--- config.mk ---
export PLATFORM = sky130hd
export DESIGN_NAME = spi_txn_arbiter_flat
export DESIGN_NICKNAME = d
export VERILOG_FILES = /design/src/rtl/spi_txn_arbiter_if.sv /design/src/rtl/spi_txn_arbiter.sv /design/src/flat_wrapper.sv
export SDC_FILE = /design/constraint.sdc
export NUM_CORES = 1
export LEC_CHECK = 0
export CAP_MARGIN = 10
export CORE_ASPECT_RATIO = 2
export CORE_UTILIZATION = 25
export DETAILED_ROUTE_END_ITERATION = 12
export GPL_ROUTABILITY_DRIVEN = 1
export GPL_TIMING_DRIVEN = 0
export PLACE_DENSITY = 0.53
export REMOVE_ABC_BUFFERS = 1
export SYNTH_ARGS = -nofsm -noshare
export SYNTH_HDL_FRONTEND = slang
export SYNTH_SLANG_ARGS = --single-unit
--- constraint.sdc ---
create_clock -name clk -period 1.87 [get_ports clk]
set_input_delay 0.374 -clock clk [delete_from_list [all_inputs] [get_ports clk]]
set_output_delay 0.374 -clock clk [all_outputs]
set_load 0.01 [all_outputs]
--- src/rtl/spi_txn_arbiter_if.sv ---
// Bus bundle between the SPI transaction arbiter and its requesters.
// Ports: req/req_cmd/req_data/MISO in; gnt/done/rdata/busy/SCK/SSB/MOSI out.
interface spi_txn_arbiter_if #(
    parameter int NREQ = 2
);
    logic [NREQ-1:0]   req;
    logic [8*NREQ-1:0] req_cmd;
    logic [8*NREQ-1:0] req_data;
    logic [NREQ-1:0]   gnt;
    logic [NREQ-1:0]   done;
    logic [7:0]        rdata;
    logic              busy;
    logic              SCK;
    logic              SSB;
    logic              MOSI;
    logic              MISO;

    modport master (
        output req, req_cmd, req_data, MISO,
        input  gnt, done, rdata, busy, SCK, SSB, MOSI
    );

    modport slave (
        input  req, req_cmd, req_data, MISO,
        output gnt, done, rdata, busy, SCK, SSB, MOSI
    );
endinterface

--- src/rtl/spi_txn_arbiter.sv ---
// Round-robin arbiter sharing one SPI bus; sends cmd+data bytes MSB-first.
// Ports: clk, reset (sync, active-high), bus (slave modport of the bus bundle).
module spi_txn_arbiter #(
    parameter int NREQ    = 2,
    parameter int CLK_DIV = 4
) (
    input  logic               clk,
    input  logic               reset,
    spi_txn_arbiter_if.slave   bus
);
    localparam int CW = $clog2(2 * CLK_DIV) + 1;
    localparam int IW = (NREQ > 1) ? $clog2(NREQ) : 1;

    localparam logic [CW-1:0] PH_END   = CW'(CLK_DIV - 1);
    localparam logic [CW-1:0] HI_FIRST = CW'(CLK_DIV);
    localparam logic [CW-1:0] BIT_END  = CW'(2 * CLK_DIV - 1);
    localparam logic [CW-1:0] GAP_PRE  = CW'(2 * CLK_DIV - 2);
    localparam logic [IW-1:0] LAST_RST = IW'(NREQ - 1);

    typedef enum logic [2:0] {
        IDLE,
        SETUP,
        SHIFT,
        HOLD,
        GAP
    } state_t;

    state_t          state_q, state_d;
    logic [CW-1:0]   cnt_q, cnt_d;
    logic [4:0]      bit_q, bit_d;
    logic [15:0]     sr_q, sr_d;
    logic [7:0]      rx_q, rx_d;
    logic [IW-1:0]   last_q, last_d;
    logic            sck_q, sck_d;
    logic            ssb_q, ssb_d;
    logic            mosi_q, mosi_d;
    logic            busy_q, busy_d;
    logic [NREQ-1:0] done_q, done_d;
    logic [7:0]      rdata_q, rdata_d;
    logic [NREQ-1:0] gnt_c;

    logic [IW-1:0]   win;
    logic [IW-1:0]   cand;
    logic            any;
    logic [7:0]      cmd_sel;
    logic [7:0]      data_sel;

    // Round-robin search starting just after the last winner.
    always_comb begin
        win      = last_q;
        any      = 1'b0;
        cand     = '0;
        cmd_sel  = '0;
        data_sel = '0;
        for (int k = 1; k <= NREQ; k++) begin
            cand = IW'((int'(last_q) + k) % NREQ);
            if (!any && bus.req[cand]) begin
                any = 1'b1;
                win = cand;
            end
        end
        for (int i = 0; i < NREQ; i++) begin
            if (win == IW'(i)) begin
                cmd_sel  = bus.req_cmd[8*i +: 8];
                data_sel = bus.req_data[8*i +: 8];
            end
        end
    end

    always_ff @(posedge clk) begin
        if (reset) begin
            state_q <= IDLE;
            cnt_q   <= '0;
            bit_q   <= '0;
            sr_q    <= '0;
            rx_q    <= '0;
            last_q  <= LAST_RST;
            sck_q   <= 1'b0;
            ssb_q   <= 1'b1;
            mosi_q  <= 1'b0;
            busy_q  <= 1'b0;
            done_q  <= '0;
            rdata_q <= '0;
        end else begin
            state_q <= state_d;
            cnt_q   <= cnt_d;
            bit_q   <= bit_d;
            sr_q    <= sr_d;
            rx_q    <= rx_d;
            last_q  <= last_d;
            sck_q   <= sck_d;
            ssb_q   <= ssb_d;
            mosi_q  <= mosi_d;
            busy_q  <= busy_d;
            done_q  <= done_d;
            rdata_q <= rdata_d;
        end
    end

    // Next-state logic; pin outputs are computed one cycle ahead so the
    // registered value lands in the first cycle of the new state.
    always_comb begin
        state_d = state_q;
        cnt_d   = cnt_q + 1'b1;
        bit_d   = bit_q;
        sr_d    = sr_q;
        rx_d    = rx_q;
        last_d  = last_q;
        sck_d   = sck_q;
        ssb_d   = ssb_q;
        mosi_d  = mosi_q;
        busy_d  = busy_q;
        done_d  = '0;
        rdata_d = rdata_q;
        gnt_c   = '0;

        unique case (state_q)
            IDLE: begin
                cnt_d = '0;
                if (any && !reset) begin
                    gnt_c[win] = 1'b1;
                    last_d     = win;
                    sr_d       = {cmd_sel, data_sel};
                    state_d    = SETUP;
                    ssb_d      = 1'b0;
                    sck_d      = 1'b0;
                    mosi_d     = cmd_sel[7];
                    busy_d     = 1'b1;
                end
            end
            SETUP: begin
                if (cnt_q == PH_END) begin
                    cnt_d   = '0;
                    bit_d   = '0;
                    state_d = SHIFT;
                end
            end
            SHIFT: begin
                if (cnt_q == PH_END) begin
                    sck_d = 1'b1;
                end
                // Capture in the first SCK-high cycle, data byte only.
                if (cnt_q == HI_FIRST && bit_q[3]) begin
                    rx_d = {rx_q[6:0], bus.MISO};
                end
                if (cnt_q == BIT_END) begin
                    cnt_d = '0;
                    sck_d = 1'b0;
                    if (bit_q == 5'd15) begin
                        state_d = HOLD;
                        mosi_d  = 1'b0;
                    end else begin
                        bit_d  = bit_q + 5'd1;
                        sr_d   = {sr_q[14:0], 1'b0};
                        mosi_d = sr_q[14];
                    end
                end
            end
            HOLD: begin
                if (cnt_q == PH_END) begin
                    cnt_d   = '0;
                    state_d = GAP;
                    ssb_d   = 1'b1;
                end
            end
            GAP: begin
                if (cnt_q == GAP_PRE) begin
                    done_d[last_q] = 1'b1;
                    rdata_d        = rx_q;
                end
                if (cnt_q == BIT_END) begin
                    cnt_d   = '0;
                    state_d = IDLE;
                    busy_d  = 1'b0;
                end
            end
            default: begin
                state_d = IDLE;
                cnt_d   = '0;
            end
        endcase
    end

    assign bus.gnt   = gnt_c;
    assign bus.done  = done_q;
    assign bus.rdata = rdata_q;
    assign bus.busy  = busy_q;
    assign bus.SCK   = sck_q;
    assign bus.SSB   = ssb_q;
    assign bus.MOSI  = mosi_q;
endmodule

--- src/flat_wrapper.sv ---
// flat-port wrapper written by rule: the top's interface ports become plain ports
module spi_txn_arbiter_flat 
#(
    parameter int NREQ    = 2,
    parameter int CLK_DIV = 4
)
  (clk, reset, bus_req, bus_req_cmd, bus_req_data, bus_MISO, bus_gnt, bus_done, bus_rdata, bus_busy, bus_SCK, bus_SSB, bus_MOSI);
  spi_txn_arbiter_if #(.NREQ(NREQ)) bus_i ();
  input  logic clk;
  input  logic reset;
  input wire logic [$bits(bus_i.req)-1:0] bus_req;
  input wire logic [$bits(bus_i.req_cmd)-1:0] bus_req_cmd;
  input wire logic [$bits(bus_i.req_data)-1:0] bus_req_data;
  input wire logic [$bits(bus_i.MISO)-1:0] bus_MISO;
  output wire logic [$bits(bus_i.gnt)-1:0] bus_gnt;
  output wire logic [$bits(bus_i.done)-1:0] bus_done;
  output wire logic [$bits(bus_i.rdata)-1:0] bus_rdata;
  output wire logic [$bits(bus_i.busy)-1:0] bus_busy;
  output wire logic [$bits(bus_i.SCK)-1:0] bus_SCK;
  output wire logic [$bits(bus_i.SSB)-1:0] bus_SSB;
  output wire logic [$bits(bus_i.MOSI)-1:0] bus_MOSI;
  assign bus_i.req = bus_req;
  assign bus_i.req_cmd = bus_req_cmd;
  assign bus_i.req_data = bus_req_data;
  assign bus_i.MISO = bus_MISO;
  assign bus_gnt = bus_i.gnt;
  assign bus_done = bus_i.done;
  assign bus_rdata = bus_i.rdata;
  assign bus_busy = bus_i.busy;
  assign bus_SCK = bus_i.SCK;
  assign bus_SSB = bus_i.SSB;
  assign bus_MOSI = bus_i.MOSI;
  spi_txn_arbiter #(.NREQ(NREQ), .CLK_DIV(CLK_DIV)) u_core (.clk(clk), .reset(reset), .bus(bus_i));
endmodule
==> impl_metrics.ini <==
[run_status]
status = finished with violations
violations = setup timing

[setup_path]
timing.rr.end = u_core.bit_q[4]$_SDFFE_PP0P_
cp-start-kind = register
worst-setup-path-type = reg -> reg
crit_arrival_ns = 2.12
rrSetupSlack_ns = -0.03
crit_required_ns = 2.09
worstRegToRegCells = 7
crit_fanout = 5
r2r-start = u_core.bit_q[1]$_SDFFE_PP0P_
end_kind = register

[synthesis]
synth-warning-count = 0
yosysSeqAreaShare = 0.410
synth_edf_count = 0
syn_area_um2 = 2440
yosys.area.top_type = dfxtp_1
avgSynthCellArea_um2 = 8.85
synth_top_area_frac = 0.410
synth-seq-cells = 50
syn_inst = 276
ys_types = 45
synth-main-ff-cell = dfxtp_1
synth_area_leaders = dfxtp_1 41%, mux2i_1 6.6%, nand3_1 6.6%, a32o_1 5.7%, nor2_1 4.0%
async_flop_share = 0

[worst_hold_path]
holdCritStartpoint = reset
hold_path_class = in -> reg
holdPathEnd = u_core.bit_q[1]$_SDFFE_PP0P_
whs_path_depth = 2

[floorplanning]
die_w_um = 71.9
num_rows = 50
die_h_um = 142
initial_utilization = 0.259
io_pins = 53
dieArea_um2 = 10200
core_area_um2 = 9450

[global_routing]
grt_pass1_wl_mm = 10.3
overflow = 0
antenna_found_initial = 0
grt_pass1_vias = 2217
grt_max_degree = 21
track_usage = 0.127

[cts]
cts_buffer_depth = 2
clockRootBuffer = clkbuf_16
worstSkewPairLatency_ns = 0.28
clkTransAtPathRegs_ns = 0.06
cts_tree = built
cts_num_sinks = 50
cts_made_buffers = 5
cts-hold-fix-buffers = 0
htree_levels = 2

[layout]
diodes = 0
layout_common_cells = 47 x clkdlybuf4s50_1, 45 x dfxtp_1, 32 x nand3_1
synthToLayoutAreaGrowth_pct = 43.3
layout_commonest_cell = clkdlybuf4s50_1
finalNonFillerCells = 461
design_area_um2 = 3500
layout.nets = 372
n_fill_cell = 973
seq_area_um2 = 1010
multiInputGateArea_um2 = 1440
drive_gt1_frac = 0.163

[timing]
hold_viol = 0
timing.fmax_mhz = 527
tightestPinTransition_ns = 0.412
max_slew_margin = 0.725
setup_slack_ns = -0.0269
fin_worst_skew_ns = 0.00393
rsz0062_at_grt = yes
fin_tns_setup_ns = -0.0269
finalMaxSlewViolations = 0
setup_violations = 1
period_share = 1.01
fin_crit_ns = 1.90

[power]
clkPwrFrac = 0.442
p_leak_nw = 1.22
ir_drop_uv = 548
sw_frac_of_total = 0.207
powerDensity_nw_per_um2 = 760
internal_power_mw = 2.11
power_frac_comb = 0.128
p_seq_frac = 0.430
p_switching_mw = 0.551

[detailed_routing]
ant_nets = 0
num_vias = 2183
dr.pass1.iters = 4
dr.first_iter.drc_count = 64
vias_per_cell = 4.74
wl_per_cell_um = 13.6
drc = 0
wl_mm = 6.29

[place]
place_congestion = 0.752
placed_cell_area_um2 = 3050
pre_cts_slack_ns = -1.49
dp_cells = 440
numPortBuffers = 52
place_hpwl_mm = 4.35

[flow_run]
drv_cap = 0
-- metrics by stage --
| stage | power, mW | hold slack (ns) | util |
|---|---|---|---|
| 2_1_floorplan | 1.31 | 0.426 | - |
| 3_3_place_gp | 1.46 | 0.438 | 0.320 |
| 3_5_place_dp | 1.47 | 0.445 | 0.323 |
| 4_1_cts | 2.69 | 0.373 | 0.361 |
| 5_1_grt | 2.78 | 0.391 | 0.371 |
| 6_report | 2.66 | 0.374 | 0.371 |
-- what timing repair did --
item,CTS,global route
pin swaps,4,7
cloned,1,1
endpoints found under the setup margin,36,20
buffers inserted,6,5
resized for setup,42,6
-- layer usage --
metal	wire length, um	track usage	vias up
li1	-	-	1098
met1	2460	0.131	1028
met2	3480	0.245	50
met3	232	0.0213	7
met4	116	0.0506	0
met5	0	0	-
-- power by group through the flow --
stage               logic, mW  registers [mW]  clock network (mW)
finish                  0.340            1.15                1.18
global route            0.374            1.15                1.25
CTS                     0.335            1.15                1.21
detailed placement      0.305            1.17                   0
global placement        0.298            1.16                   0
floorplan               0.153            1.16                   0
-- registers in the layout, indices dropped and copies added (netlist names) --
signal / flops
u_core.bus.SCK: 1
u_core.last_q: 1
u_core.bus.rdata: 8
u_core.state_q: 3
u_core.bus.MOSI: 1
u_core.bit_q: 5
u_core.sr_q: 15
u_core.bus.busy: 1
u_core.rx_q: 8
u_core.bus.done: 2
u_core.bus.SSB: 1
u_core.cnt_q: 4
-- worst max-delay path, stage by stage (launching register included) --
cell and delay (ns):
dfxtp_2 0.34, ha_4 0.15, and3_4 0.18, ha_4 0.16, and4bb_4 0.37, a22oi_2 0.10
or3_4 0.40, a21oi_2 0.13
-- cells by family after synthesis --
logic type / after synthesis / share of synthesized area
AND/OR/NAND/NOR: 114 / 0.257
AO/OA/AOI/OAI: 60 / 0.175
flip-flops: 50 / 0.410
buffers and inverters: 27 / 0.0533
multiplexers: 16 / 0.0656
adder cells (fa/ha/maj): 5 / 0.0256
XOR/XNOR: 4 / 0.0143
-- area by class of cell --
class                           count  area share
Tap cell                          130      0.0465
Inverter                            7     0.00751
Clock buffer                        6      0.0397
Sequential cell                    50       0.288
Timing Repair Buffer               66       0.192
Clock inverter                      2      0.0172
Multi-Input combinational cell    200       0.410
-- cell usage after synthesis (4+ instances only) --
master	number
a21oi_1	13
a32o_1	14
buf_2	8
clkbuf_1	8
dfxtp_1	50
ha_1	5
inv_1	7
mux2i_1	16
nand2_1	9
nand2b_1	15
nand3_1	32
nand3b_1	4
nor2_1	26
nor3_1	4
o21ai_0	18
or3_1	4
-- how the worst max path moves through the flow --
stage / slack (ns) / depth (start not counted) / from / to
after floorplan: -0.35 / 4 / u_core.state_q[1]$_SDFFE_PP0P_ / u_core.rx_q[0]$_SDFFE_PP0P_
after global placement: -1.74 / 5 / reset / bus_gnt[1]
after detailed placement: -1.49 / 6 / reset / bus_gnt[1]
after CTS: 0.003 / 8 / u_core.bit_q[0]$_SDFFE_PP0P_ / u_core.sr_q[7]$_SDFFE_PP0P_
after global routing: -0.08 / 7 / u_core.bit_q[0]$_SDFFE_PP0P_ / u_core.bit_q[4]$_SDFFE_PP0P_
final: -0.03 / 7 / u_core.bit_q[1]$_SDFFE_PP0P_ / u_core.bit_q[4]$_SDFFE_PP0P_
Power figures use the tool's default switching activity.
